## config.mk

```make
export PLATFORM = sky130hd
export DESIGN_NAME = branch_pc_unit
export DESIGN_NICKNAME = d
export VERILOG_FILES = /design/src/rtl/branch_pc_unit.sv
export SDC_FILE = /design/constraint.sdc
export NUM_CORES = 1
export LEC_CHECK = 0
export CAP_MARGIN = 10
export CORE_MARGIN = 2
export CORE_UTILIZATION = 66
export CTS_CLUSTER_DIAMETER = 100
export DETAILED_ROUTE_END_ITERATION = 8
export DONT_BUFFER_PORTS = 1
export PLACE_DENSITY_LB_ADDON = 0.25
export SLEW_MARGIN = 20
export SYNTH_ARGS = -nofsm -noshare
export SYNTH_HDL_FRONTEND = slang
export SYNTH_SLANG_ARGS = --single-unit
```

## constraint.sdc

```tcl
create_clock -name clk -period 4.2 [get_ports clk]
set_clock_uncertainty 0.2 [all_clocks]
set_input_delay 0.42 -clock clk [delete_from_list [all_inputs] [get_ports clk]]
set_output_delay 0.42 -clock clk [all_outputs]
set_load 0.01 [all_outputs]
```

## src/rtl/branch_pc_unit.sv

```systemverilog
`default_nettype none
// +----------------------------------------------------------------------+
// | branch_pc_unit: PC owner, next-PC select and one-in-flight fetch FSM  |
// | Revision: 1.0                                                         |
// +----------------------------------------------------------------------+
module branch_pc_unit #(
  parameter logic [31:0] RESET_PC = 32'h0000_0000,
  parameter int          CNT_W    = 32
) (
  input  logic             clk,
  input  logic             rst,
  output logic             imem_req,
  output logic [31:0]      imem_addr,
  input  logic             imem_ack,
  input  logic [31:0]      imem_rdata,
  output logic [31:0]      instr,
  output logic             instr_valid,
  input  logic             ex_done,
  input  logic [2:0]       branch,
  input  logic             less,
  input  logic             zero,
  input  logic [31:0]      ex_imm,
  input  logic [31:0]      ex_rs1,
  output logic [31:0]      pc,
  output logic [31:0]      link,
  output logic             trap,
  output logic [CNT_W-1:0] instret
);

  localparam logic [1:0] S_FETCH = 2'd0;
  localparam logic [1:0] S_EXEC  = 2'd1;
  localparam logic [1:0] S_TRAP  = 2'd2;

  logic [1:0]       r_state;
  logic [1:0]       w_state_nxt;
  logic [31:0]      r_pc;
  logic [31:0]      r_instr;
  logic [CNT_W-1:0] r_instret;

  logic [31:0] w_pc_seq;
  logic [31:0] w_pc_tgt;
  logic [31:0] w_jalr_sum;
  logic [31:0] w_jalr_tgt;
  logic [31:0] w_next_pc;
  logic        w_misaligned;
  logic        w_retire;

  assign w_pc_seq   = r_pc + 32'd4;
  assign w_pc_tgt   = r_pc + ex_imm;
  assign w_jalr_sum = ex_rs1 + ex_imm;
  assign w_jalr_tgt = w_jalr_sum & ~32'd1;

  always_comb begin
    w_next_pc = w_pc_seq;
    case (branch)
      3'b001:  w_next_pc = w_pc_tgt;
      3'b010:  w_next_pc = w_jalr_tgt;
      3'b100:  w_next_pc = zero  ? w_pc_tgt : w_pc_seq;
      3'b101:  w_next_pc = !zero ? w_pc_tgt : w_pc_seq;
      3'b110:  w_next_pc = less  ? w_pc_tgt : w_pc_seq;
      3'b111:  w_next_pc = !less ? w_pc_tgt : w_pc_seq;
      default: w_next_pc = w_pc_seq;
    endcase
  end

  // Alignment is judged on the selected target, so untaken branches never trap.
  assign w_misaligned = |w_next_pc[1:0];
  assign w_retire     = (r_state == S_EXEC) && ex_done && !w_misaligned;

  always_ff @(posedge clk) begin
    if (rst) begin
      r_state <= S_FETCH;
    end else begin
      r_state <= w_state_nxt;
    end
  end

  always_comb begin
    w_state_nxt = r_state;
    case (r_state)
      S_FETCH: if (imem_ack) w_state_nxt = S_EXEC;
      S_EXEC:  if (ex_done)  w_state_nxt = w_misaligned ? S_TRAP : S_FETCH;
      S_TRAP:  w_state_nxt = S_TRAP;
      default: w_state_nxt = S_FETCH;
    endcase
  end

  always_comb begin
    imem_req    = 1'b0;
    instr_valid = 1'b0;
    trap        = 1'b0;
    case (r_state)
      S_FETCH: imem_req    = 1'b1;
      S_EXEC:  instr_valid = 1'b1;
      S_TRAP:  trap        = 1'b1;
      default: imem_req    = 1'b0;
    endcase
  end

  always_ff @(posedge clk) begin
    if (rst) begin
      r_pc      <= RESET_PC;
      r_instr   <= 32'd0;
      r_instret <= '0;
    end else begin
      if ((r_state == S_FETCH) && imem_ack) begin
        r_instr <= imem_rdata;
      end
      if (w_retire) begin
        r_pc      <= w_next_pc;
        r_instret <= r_instret + CNT_W'(1);
      end
    end
  end

  assign imem_addr = r_pc;
  assign pc        = r_pc;
  assign link      = w_pc_seq;
  assign instr     = r_instr;
  assign instret   = r_instret;

endmodule
`default_nettype wire

```

==> results.ini <==
[clock_tree]
cts_tree=done
cts_buffers=9
cts_max_path_buffers=2
cts_max_level=3
root_buffer=clkbuf_16
clk_latency_ns=0.35
clock-sinks=98
cts.clk_slew.worst_paths_ns=0.08

[sta]
holdWs_ns=0.00314
setup_tns_ns=0
finalSetupViolations=0
fmax_mhz=269
slew_headroom_pct=29.1
finalHoldViolations=0
layout_min_cycle_time_ns=3.71
worst_pin_slew_ns=1.06
rsz0062_at_grt=no
finalMaxSlewViolations=0
finalCritPeriodShare_pct=88.4

[global_routing]
track_usage_pct=36.1
grt.overflow.total=0
grt_pass1_vias=7704
antenna_found_initial=0
grt_pass1_wl_mm=40.6
grt_max_degree=75

[worst_hold_path]
hold_path.class=in -> reg
min_from=imem_rdata[22]

[die]
initial_core_util_pct=67.7
die_y_um=118
ios=268
die_x_um=118
die_area_um2=13900
std_cell_rows=41
core_um2=12600

[logic_synthesis]
seq_area_frac_synth_pct=23.0
synthCells=1145
synth_ff_type=dfxtp_1
syn-num-nets=1315
synth_top_area_share_pct=23.0
synth_async_sr_flop_share_pct=0
ys_ff_latch=98
synth_area_um2=8550
synth_edf_count=0
synth_cell_types=69
yosysTopAreaCell=dfxtp_1
yosysWarningCount=0
synth_area_leaders=dfxtp_1 23%, ha_1 9.2%, nand2_1 7.1%, a21oi_1 5.7%, xor2_1 5.0%
syn_avg_cell_area_um2=7.46

[power]
leakage_nw=3.59
vdd_ir_drop_max_mv=0.185
pwr-share-clk_pct=31.2
internal_power_w=0.00167
p_sw_w=0.000943
sw_frac_of_total_pct=36.1
power_density_nw_per_um2=296
seqPwrFrac_pct=39.8
comb_power_share_pct=29.0

[cells_and_area]
antenna_cells=0
fillerInstances=1076
drive_gt1_share_pct=5.08
syn_to_final_growth_pct=3.40
nNetsFinal=1268

[detailed_routing]
routed_wl_mm=26.2
drc=0
drt_first_iter_violations=1066
vias=8631
antenna_left=0
wl_per_cell_um=20.6
vias_per_cell=6.77
drt_pass1_iterations=6

[placed_design]
place.gp.congestion=1.00
io_buffer_count=0
dp_hpwl_mm=20.0

[setup_path]
path_cells=ha_1, fa_1, o22a_1, a2111oi_4, buf_4, o21ai_0, or4_1, o211ai_1
crit_path_top_delay_cell=dfxtp_1
critical-path-max-stage-delay_ns=0.65
crit_start=imem_addr[0]$_SDFFE_PP0P_
crit_fanout=45
setup.worst_path.end_class=register
start_kind=register
arrival_ns=3.78
crit_type=reg -> reg
critical_path_required_ns=4.27
reg2reg_from=imem_addr[0]$_SDFFE_PP0P_

[run]
cap_violations=0

[run_status]
status=complete, no violations

[cells in the mapped netlist (5+ instances only)]
library cell / instances
nand2_1: 162
nor2_1: 112
dfxtp_1: 98
a21oi_1: 97
ha_1: 63
xor2_1: 49
o21ai_0: 47
nand3_1: 42
xnor2_1: 42
clkbuf_1: 41
buf_4: 36
nand4_1: 28
a21o_1: 25
nor3_1: 25
inv_1: 24
a211oi_1: 23
and3_1: 17
o211ai_1: 14
a221oi_1: 13
nand2b_1: 12
o21a_1: 12
and4_1: 10
a2111oi_0: 8
nor2b_1: 8
or2_2: 8
and2_1: 7
mux2i_1: 7
or3_1: 7
a211o_1: 6
or4_1: 6
a21boi_0: 5
a222oi_1: 5
a31oi_1: 5
o311ai_0: 5
[layout make-up]
type | instances | area [µm²] | area share (%)
Clock buffer | 10 | 229 | 2.59
Clock inverter | 6 | 61.3 | 0.694
Inverter | 24 | 90.1 | 1.02
Multi-Input combinational cell | 940 | 6060 | 68.6
Sequential cell | 98 | 1960 | 22.2
Tap cell | 172 | 215 | 2.44
Timing Repair Buffer | 25 | 220 | 2.49
[power groups by stage]
stage	Sequential (W)	Combinational, W	Clock (W)
2_1_floorplan	0.00105	0.000586	0
3_3_place_gp	0.00106	0.000708	0
3_5_place_dp	0.00106	0.000717	0
4_1_cts	0.00104	0.000737	0.000819
5_1_grt	0.00104	0.000829	0.000853
6_report	0.00104	0.000757	0.000815
[per-stage QoR]
step	instance area [µm²]	power, W	util, %	worst slack [ns]	instances
5_1_grt	8840	0.00273	70.0	0.230	1275
2_1_floorplan	8550	0.00163	-	1.10	1145
3_3_place_gp	8470	0.00177	67.1	0.631	1253
6_report	8840	0.00261	70.0	0.486	1275
3_5_place_dp	8470	0.00178	67.1	0.561	1253
4_1_cts	8830	0.00260	69.9	0.520	1274
[critical path, delay by kind of cell (launching register included)]
family,cells,cell delay (ns)
AOI/OAI and AO/OA,4,1.00
adders and majority gates,2,0.72
DFF,1,0.65
and+or+nand+nor,1,0.53
buffers and inverters,1,0.51
[flip-flops by register name (all words and copies together), names as in the netlist]
name,cells
imem_addr,32
instr,32
instret,32
r_state,2
[logic make-up (layout without fill, tap and decap cells)]
kind of cell / after synthesis / after routing / share of synthesized area, %
AND/OR/NAND/NOR: 457 / 457 / 25.3
buffers and inverters: 107 / 65 / 6.32
adder cells (fa/ha/maj): 65 / 65 / 9.69
multiplexers: 10 / 10 / 1.22
XOR/XNOR: 91 / 91 / 9.33
AO/OA/AOI/OAI: 317 / 317 / 25.2
flip-flops: 98 / 98 / 23.0
[metal layers]
metal	track usage [%]	up-vias	share of wire [%]
li1	-	4069	-
met1	44.7	3939	38
met2	55.5	536	43
met3	12.3	87	13
met4	19.0	0	5.2
met5	0	-	0
[timing repair]
| action | 4_1_cts | 5_1_grt |
|---|---|---|
| gates resized for setup | 0 | 0 |
| hold buffers | 5 | 1 |
| buffers inserted | 0 | 0 |
| hold endpoints to repair | 74 | 1 |
[worst paths after layout]
path                                endpoint  slack (ns)  cells after the start
hold / removal        instr[22]$_SDFFE_PP0P_       0.003                      2
setup / recovery  imem_addr[17]$_SDFFE_PP0P_        0.49                      8
hold reg to reg       instr[27]$_SDFFE_PP0P_        0.30                      2
setup reg to reg  imem_addr[17]$_SDFFE_PP0P_        0.49                      8
[cell usage in the layout, fill, tap and decap left out, types with 14 or more instances in the layout]
cell      synthesis  routed
buf_4            36      19
nand3_1          42      42
o21ai_0          47      47
nor2_1          112     112
a211oi_1         23      23
xor2_1           49      49
nand2_1         162     162
xnor2_1          42      42
nor3_1           25      25
inv_1            24      24
o211ai_1         14      14
dfxtp_1          98      98
ha_1             63      63
a21o_1           25      25
nand4_1          28      28
and3_1           17      17
a21oi_1          97      97
Power figures use the tool's default switching activity.
